### config.mk
export PLATFORM = sky130hd
export DESIGN_NAME = input_conditioner
export DESIGN_NICKNAME = d
export VERILOG_FILES = /design/src/rtl/input_conditioner.sv
export SDC_FILE = /design/constraint.sdc
export NUM_CORES = 1
export LEC_CHECK = 0
export BUFFER_PORTS_ARGS = -buffer_cell sky130_fd_sc_hd__buf_2
export CORE_AREA = 3 3 40 42
export DETAILED_ROUTE_END_ITERATION = 8
export DIE_AREA = 0 0 43 45
export SLEW_MARGIN = 20
export SYNTH_ARGS = -nofsm -noshare
export SYNTH_HDL_FRONTEND = slang
export SYNTH_SLANG_ARGS = --single-unit
### constraint.sdc
create_clock -name clk -period 1.7 [get_ports clk]
set_input_delay 0.34 -clock clk [delete_from_list [all_inputs] [get_ports clk]]
set_output_delay 0.34 -clock clk [all_outputs]
set_load 0.1 [all_outputs]
### src/rtl/input_conditioner.sv
// Synchronizes and debounces a raw asynchronous level, with optional one-cycle edge pulses.
// Optional feature macro: INPUT_CONDITIONER_EDGE_EN enables the registered rise/fall pulses.
module input_conditioner #(
  parameter int SYNC_STAGES     = 2,
  parameter int DEBOUNCE_CYCLES = 4
) (
  input  logic clk,
  input  logic rst,
  input  logic a_in,
  output logic y,
  output logic rise,
  output logic fall
);

  localparam int CNT_W = $clog2(DEBOUNCE_CYCLES + 1);
  localparam logic [CNT_W-1:0] CNT_LAST = CNT_W'(DEBOUNCE_CYCLES - 1);
  localparam logic [CNT_W-1:0] CNT_MAX  = '1;
  localparam logic [CNT_W-1:0] CNT_ONE  = CNT_W'(1);
  localparam bit SINGLE = (DEBOUNCE_CYCLES == 1);

  typedef enum logic [1:0] {ST_LOW, CHK_HIGH, ST_HIGH, CHK_LOW} state_t;

  logic [SYNC_STAGES-1:0] sync_q;
  logic                   s;
  state_t                 state;
  logic [CNT_W-1:0]       cnt;
  logic                   go_high;
  logic                   go_low;

  always_ff @(posedge clk or posedge rst) begin
    if (rst) sync_q <= '0;
    else     sync_q <= {sync_q[SYNC_STAGES-2:0], a_in};
  end

  assign s = sync_q[SYNC_STAGES-1];

  // Commit decision: the DEBOUNCE_CYCLES-th consecutive sample at the new level.
  always_comb begin
    go_high = 1'b0;
    go_low  = 1'b0;
    case (state)
      ST_LOW:   go_high = s && SINGLE;
      CHK_HIGH: go_high = s && (cnt == CNT_LAST);
      ST_HIGH:  go_low  = !s && SINGLE;
      CHK_LOW:  go_low  = !s && (cnt == CNT_LAST);
      default: begin
        go_high = 1'b0;
        go_low  = 1'b0;
      end
    endcase
  end

  always_ff @(posedge clk or posedge rst) begin
    if (rst) begin
      state <= ST_LOW;
      cnt   <= '0;
      y     <= 1'b0;
    end else if (go_high) begin
      state <= ST_HIGH;
      cnt   <= '0;
      y     <= 1'b1;
    end else if (go_low) begin
      state <= ST_LOW;
      cnt   <= '0;
      y     <= 1'b0;
    end else begin
      case (state)
        ST_LOW: begin
          if (s) begin
            state <= CHK_HIGH;
            cnt   <= CNT_ONE;
          end
        end
        CHK_HIGH: begin
          if (s) begin
            if (cnt != CNT_MAX) cnt <= cnt + CNT_ONE;
          end else begin
            state <= ST_LOW;
            cnt   <= '0;
          end
        end
        ST_HIGH: begin
          if (!s) begin
            state <= CHK_LOW;
            cnt   <= CNT_ONE;
          end
        end
        CHK_LOW: begin
          if (!s) begin
            if (cnt != CNT_MAX) cnt <= cnt + CNT_ONE;
          end else begin
            state <= ST_HIGH;
            cnt   <= '0;
          end
        end
        default: begin
          state <= ST_LOW;
          cnt   <= '0;
        end
      endcase
    end
  end

`ifdef INPUT_CONDITIONER_EDGE_EN
  // Pulses come from the same commit decision as y, so they align with its change.
  always_ff @(posedge clk or posedge rst) begin
    if (rst) begin
      rise <= 1'b0;
      fall <= 1'b0;
    end else begin
      rise <= go_high;
      fall <= go_low;
    end
  end
`else
  assign rise = 1'b0;
  assign fall = 1'b0;
`endif

endmodule

Word level (Yosys, flattened, before mapping)
Cells that the tools add are included.
{"block": "word_totals", "rom_bits": 0, "wordCells": 40, "mem_bits_rw": 0, "regBits": 8, "mem_count": 0, "input_bits": 3, "out_inout_bits": 3, "latch_bits": 0}
{"block": "classes", "order_cmp": 0, "add_sub_neg": 1, "n_eq_ne": 9, "bitwise_logic": 0, "shifts": 0, "mul": 0, "reduce_logical": 7, "div": 0, "mux": 19}
{"op": "$mux W3", "n": 7}
{"op": "$ne A4 B4 Y1 const B", "n": 4}
{"op": "$mux W2", "n": 6}
{"op": "$pmux W3 S4", "n": 1}
{"op": "$pmux W2 S4", "n": 1}
{"op": "$eq A2 B2 Y1 const B", "n": 2}
{"op": "$mux W1", "n": 4}
{"op": "$reduce_and A4 Y1", "n": 1}
{"op": "$add A3 B1 Y3 const B", "n": 1}
{"op": "$eq A3 B2 Y1 const B", "n": 1}
{"op": "$ne A3 B3 Y1 const B", "n": 1}
{"op": "$eq A2 B1 Y1 const B", "n": 1}
{"op": "$logic_and A1 B1 Y1", "n": 2}
{"op": "$logic_not A2 Y1", "n": 1}
{"op": "$reduce_and A2 Y1", "n": 1}
{"op": "$reduce_bool A2 Y1", "n": 1}
{"op": "$logic_not A1 Y1", "n": 1}

Depth between registers and ports, before layout
{"block": "logic_depth", "depth_word": 6, "depth_mapped": 4, "ltp_nobuf": 4}

Worst setup path after synthesis
Ideal clock, no wire load.
{"block": "synth_timing", "kind": "flip-flop to flip-flop", "from": "register, netlist name y", "to": "register y", "stages_incl_launch_ff": 3, "arrival_time_ns": 1.221, "t_required_ns": 1.606, "slack_ns": 0.385, "n_path_buf": 0, "synth_period_minus_slack_ns": 1.315, "setup_ns": 0.094, "path_cell_list": "dfrtp_1 -> nor2b_1 -> a211oi_1"}
{"item": "to (signal assigned)", "line_no": "57", "text": "y <= 1'b0;"}
{"item": "to (signal assigned)", "line_no": "61", "text": "y <= 1'b1;"}
{"item": "to (signal assigned)", "line_no": "65", "text": "y <= 1'b0;"}
{"item": "to (decl)", "line_no": "10", "text": "output logic y,"}

Worst setup path in the final report
{"block": "layout_timing", "from": "register y", "to": "output y"}
No word-level cell between the ends.

==> out/results.env <==
FINISH.INSTANCE_AREA_UM2=417
CRIT-REG2REG-LAUNCH='cnt[0]'
VIAS=226
TIMING.CRITICAL_PATH.TO='y'
WIRE_PER_INST_UM=10.0
POWER.NET_SWITCHING_uW=262
FRACTION_OF_FINAL_LAYOUT_CELLS_WITH_DRIVE_STRENGTH_GREATER_THAN_1=0.237
TRITONCTS='yes'
CLOCK_SKEW_NS=0.00941
SWITCHING_SHARE=0.376
CLKPWRFRAC=0.207
WORST-ENDPOINT-ARRIVAL_NS=1.06
SYN_AVG_CELL_AREA_UM2=11.3
WORST_IR_DROP_VDD_V=0.000597
MOSTFREQUENTLAYOUTCELLS='8 x dfrtp_1, 3 x nor2_1, 3 x clkbuf_4, 3 x buf_2'
CP.BUFFERS_INVERTERS=1
CTS_ROOT_BUF='clkbuf_4'
MET1_USAGE=0.0995
WIRE_LENGTH_OF_THE_FIRST_GLOBAL_ROUTING_PASS_MM=1.07
CELL_COUNT_AFTER_SYNTHESIS=33
NUMBER_OF_MAX_CAP_VIOLATIONS=0
DRT.ANTENNA.VIOLATING_NETS=0
SETUP.REG_TO_REG.WORST_SLACK_NS=0.35
YOSYSWARNINGCOUNT=0
CRITICAL_PATH.CELL_CHAIN='buf_2'
ANTENNA_VIOLATIONS_BEFORE_REPAIR=0
FINAL_MIN_PERIOD_OVER_CLOCK_PERIOD=0.822
NUMCLOCKSINKS=8
AREA_GROWTH_SYN_TO_LAYOUT_PCT=12.1
CRITPATHKIND='reg2out'
SYNTH_EDF_COUNT=0
COREAREA_MM2=0.00128
SYNTH_XOR_XNOR_AREA_SHARE=0.0673
POWER.SHARE.COMBINATIONAL=0.379
GRT.BUSIEST_LAYER='met2'
FP.DIEAREA_MM2=0.00194
HOLD_BUFFERS=0
WORSTSETUPENDPOINTTYPE='primary output'
TIMING.FINAL.MAX_SLEW_VIOLATIONS=0
DIEWIDTH_UM=43
REMAINING_DRC_ERRORS=0
GROUTE.USAGE.OVERALL=0.0800
WORST-R2R-CELL-COUNT=3
CP.REQUIRED_NS=1.36
PLACEMENT_ROWS=13
FINAL_SUM_OF_NEGATIVE_SETUP_SLACK_NS=0
DOMINANTREGCELLSYNTH='dfrtp_1'
CLK_PIN_SLEW_WORST_PATHS_NS=0.06
POST_SYNTH_INSTANCE_AREA_UM2=372
FINALWIRELENGTH_UM=532
SYNTH_TOP_FAMILY_BY_AREA='simple AND/OR/NAND/NOR gates'
CTS.PATH.MAX_BUFFERS=2
POSTSYNTHREGISTERBITS=8
YS_SEQ_AREA_FRAC=0.539
PLACEMENT.IO_BUFFERS=3
EFFECTIVE_UTILIZATION_AT_FLOORPLAN=0.289
WORST_SETUP_PATH_STARTPOINT='y'
CLOCK_TREE.HTREE_LEVEL_COUNT=1
GPL.FINAL_WEIGHTED_CONGESTION=0.750
DRT-INITIAL-DRC-COUNT=6
GR-USAGE-MET2=0.111
LARGEST_NET_DEGREE_AT_THE_START_OF_GLOBAL_ROUTING=9
SHARE_SEQ_OF_TOTAL_POWER=0.414
ROUTE.DETAILED.VIAS_PER_INST=4.26
TOTALPOWERFINAL_uW=696
SYNTH-SIMPLE-AREA-SHARE=0.145
POWER-PER-CELL-AREA_mW_PER_MM2=1670
FINAL_NETS=44
FINALHOLDVIOLCOUNT=0
FIRST_PASS_ITERS=3
ASYNC_FLOP_SHARE=1.00
FINALCRITICALPERIOD_NS=1.40
FIRST_GLOBAL_VIAS=239
GRT_USE_MET3=0.0598
HPWLAFTERDP_UM=395
CRITPATHMAXSTAGEDELAY_NS=0.43
NUMBER_OF_SETUP_VIOLATIONS_IN_THE_FINAL_REPORT=0
CP_TOP_FAMILY='buffers and inverters'
DESIGN.PORTCOUNT=6
RUN_STATUS='finished, final reports clean'
POST_SYNTH_FA_HA_MAJ_AREA_FRACTION=0.0337
SYNTH-COMPOUND-AREA-SHARE=0.114
SUM_OF_OVERFLOW_ACROSS_ALL_LAYERS_AFTER_GLOBAL_ROUTING=0
CRIT_SLOWEST_CELL='buf_2'
LEAKAGE_nW=0.199
HOLD_PATH_CLASS='in2async'
CLOCK_INSERTION_DELAY_WORST_SKEW_NS=0.26
FMAX_GHz=0.716
CTS_MADE_BUFFERS=3
WORST_SETUP_PATH_START_KIND='flip-flop'
LAYOUT_COMMONEST_CELL='dfrtp_1'
WORST-PATH-STAGES=1
UNREPAIRED_SETUP_ENDPOINTS_AFTER_GLOBAL_ROUTING='no'
WORST_HOLD_SLACK_NS=0.0147
INTERNAL_POWER_uW=434
POST_CTS_REPAIR_SETUP_BUFFERS=0
CRITICAL_PATH_PEAK_FANOUT=3
PLACEMENT.CELL_AREA_UM2=394
DIE_H_UM=45
YOSYSUNIQUECELLTYPES=20
POST_CTS_RESIZED=0
WORST_REG2REG_ENDPOINT='state[1]'
ANTENNA_DIODES=0
YOSYS-MUX-AREA-FRACTION=0.0303
==> how the worst min path moves through the flow <==
stage | cells past startpoint | startpoint | slack [ns] | to
6_report | 2 | rst | 0.01 | cnt[0]
2_1_floorplan | 1 | rst | 0.16 | cnt[0]
3_5_place_dp | 2 | rst | 0.30 | cnt[1]
5_1_grt | 2 | rst | 0.03 | cnt[0]
4_1_cts | 2 | rst | 0.02 | sync_q[1]
3_3_place_gp | 2 | rst | 0.29 | cnt[2]
==> kinds of logic (layout without fill, tap and decap cells) <==
family	Yosys count	in the layout
AO/OA/AOI/OAI	6	6
XOR/XNOR	2	2
adder cells (fa/ha/maj)	1	1
buffers and inverters	4	8
flip-flops	8	8
multiplexers	1	1
other	1	2
AND/OR/NAND/NOR	10	10
==> per-layer routing <==
layer / part of all wire / up-vias
li1: - / 117
met1: 0.46 / 100
met2: 0.45 / 7
met3: 0.077 / 2
met4: 0.015 / 0
met5: 0 / -
==> layout make-up <==
cell class / instances / area, um2
Timing Repair Buffer: 3 / 15.0
Sequential cell: 8 / 200
Fill cell: 121 / 868
Clock buffer: 3 / 22.5
Multi-Input combinational cell: 22 / 153
Tap cell: 15 / 18.8
Inverter: 2 / 7.51
==> sequential cells by signal (all words and copies together) (netlist names) <==
| register | count |
|---|---|
| cnt | 3 |
| state | 2 |
| sync_q | 2 |
| y | 1 |
==> power groups by stage <==
| stage | Combinational [mW] | Clock, mW | Sequential [mW] |
|---|---|---|---|
| after CTS | 0.266 | 0.152 | 0.290 |
| after floorplan | 0.202 | 0 | 0.311 |
| after global routing | 0.303 | 0.157 | 0.299 |
| after detailed placement | 0.264 | 0 | 0.292 |
| after global placement | 0.259 | 0 | 0.288 |
| final | 0.264 | 0.144 | 0.288 |
==> stage by stage <==
| step | cells | setup WS, ns | utilization |
|---|---|---|---|
| 2_1_floorplan | 34 | 0.385 | - |
| 3_3_place_gp | 50 | 0.407 | 0.307 |
| 3_5_place_dp | 50 | 0.376 | 0.307 |
| 4_1_cts | 53 | 0.283 | 0.324 |
| 5_1_grt | 53 | 0.243 | 0.324 |
| 6_report | 53 | 0.303 | 0.324 |
==> Yosys cell counts, drive strengths merged, types with 2 or more instances <==
cell type / instances / area share
a211oi: 2 / 0.040
inv: 2 / 0.020
nor2b: 2 / 0.034
dfrtp: 8 / 0.54
xnor2: 2 / 0.067
nor2: 3 / 0.030
buf: 2 / 0.040
Note: power is estimated with default switching activity, not from simulation.
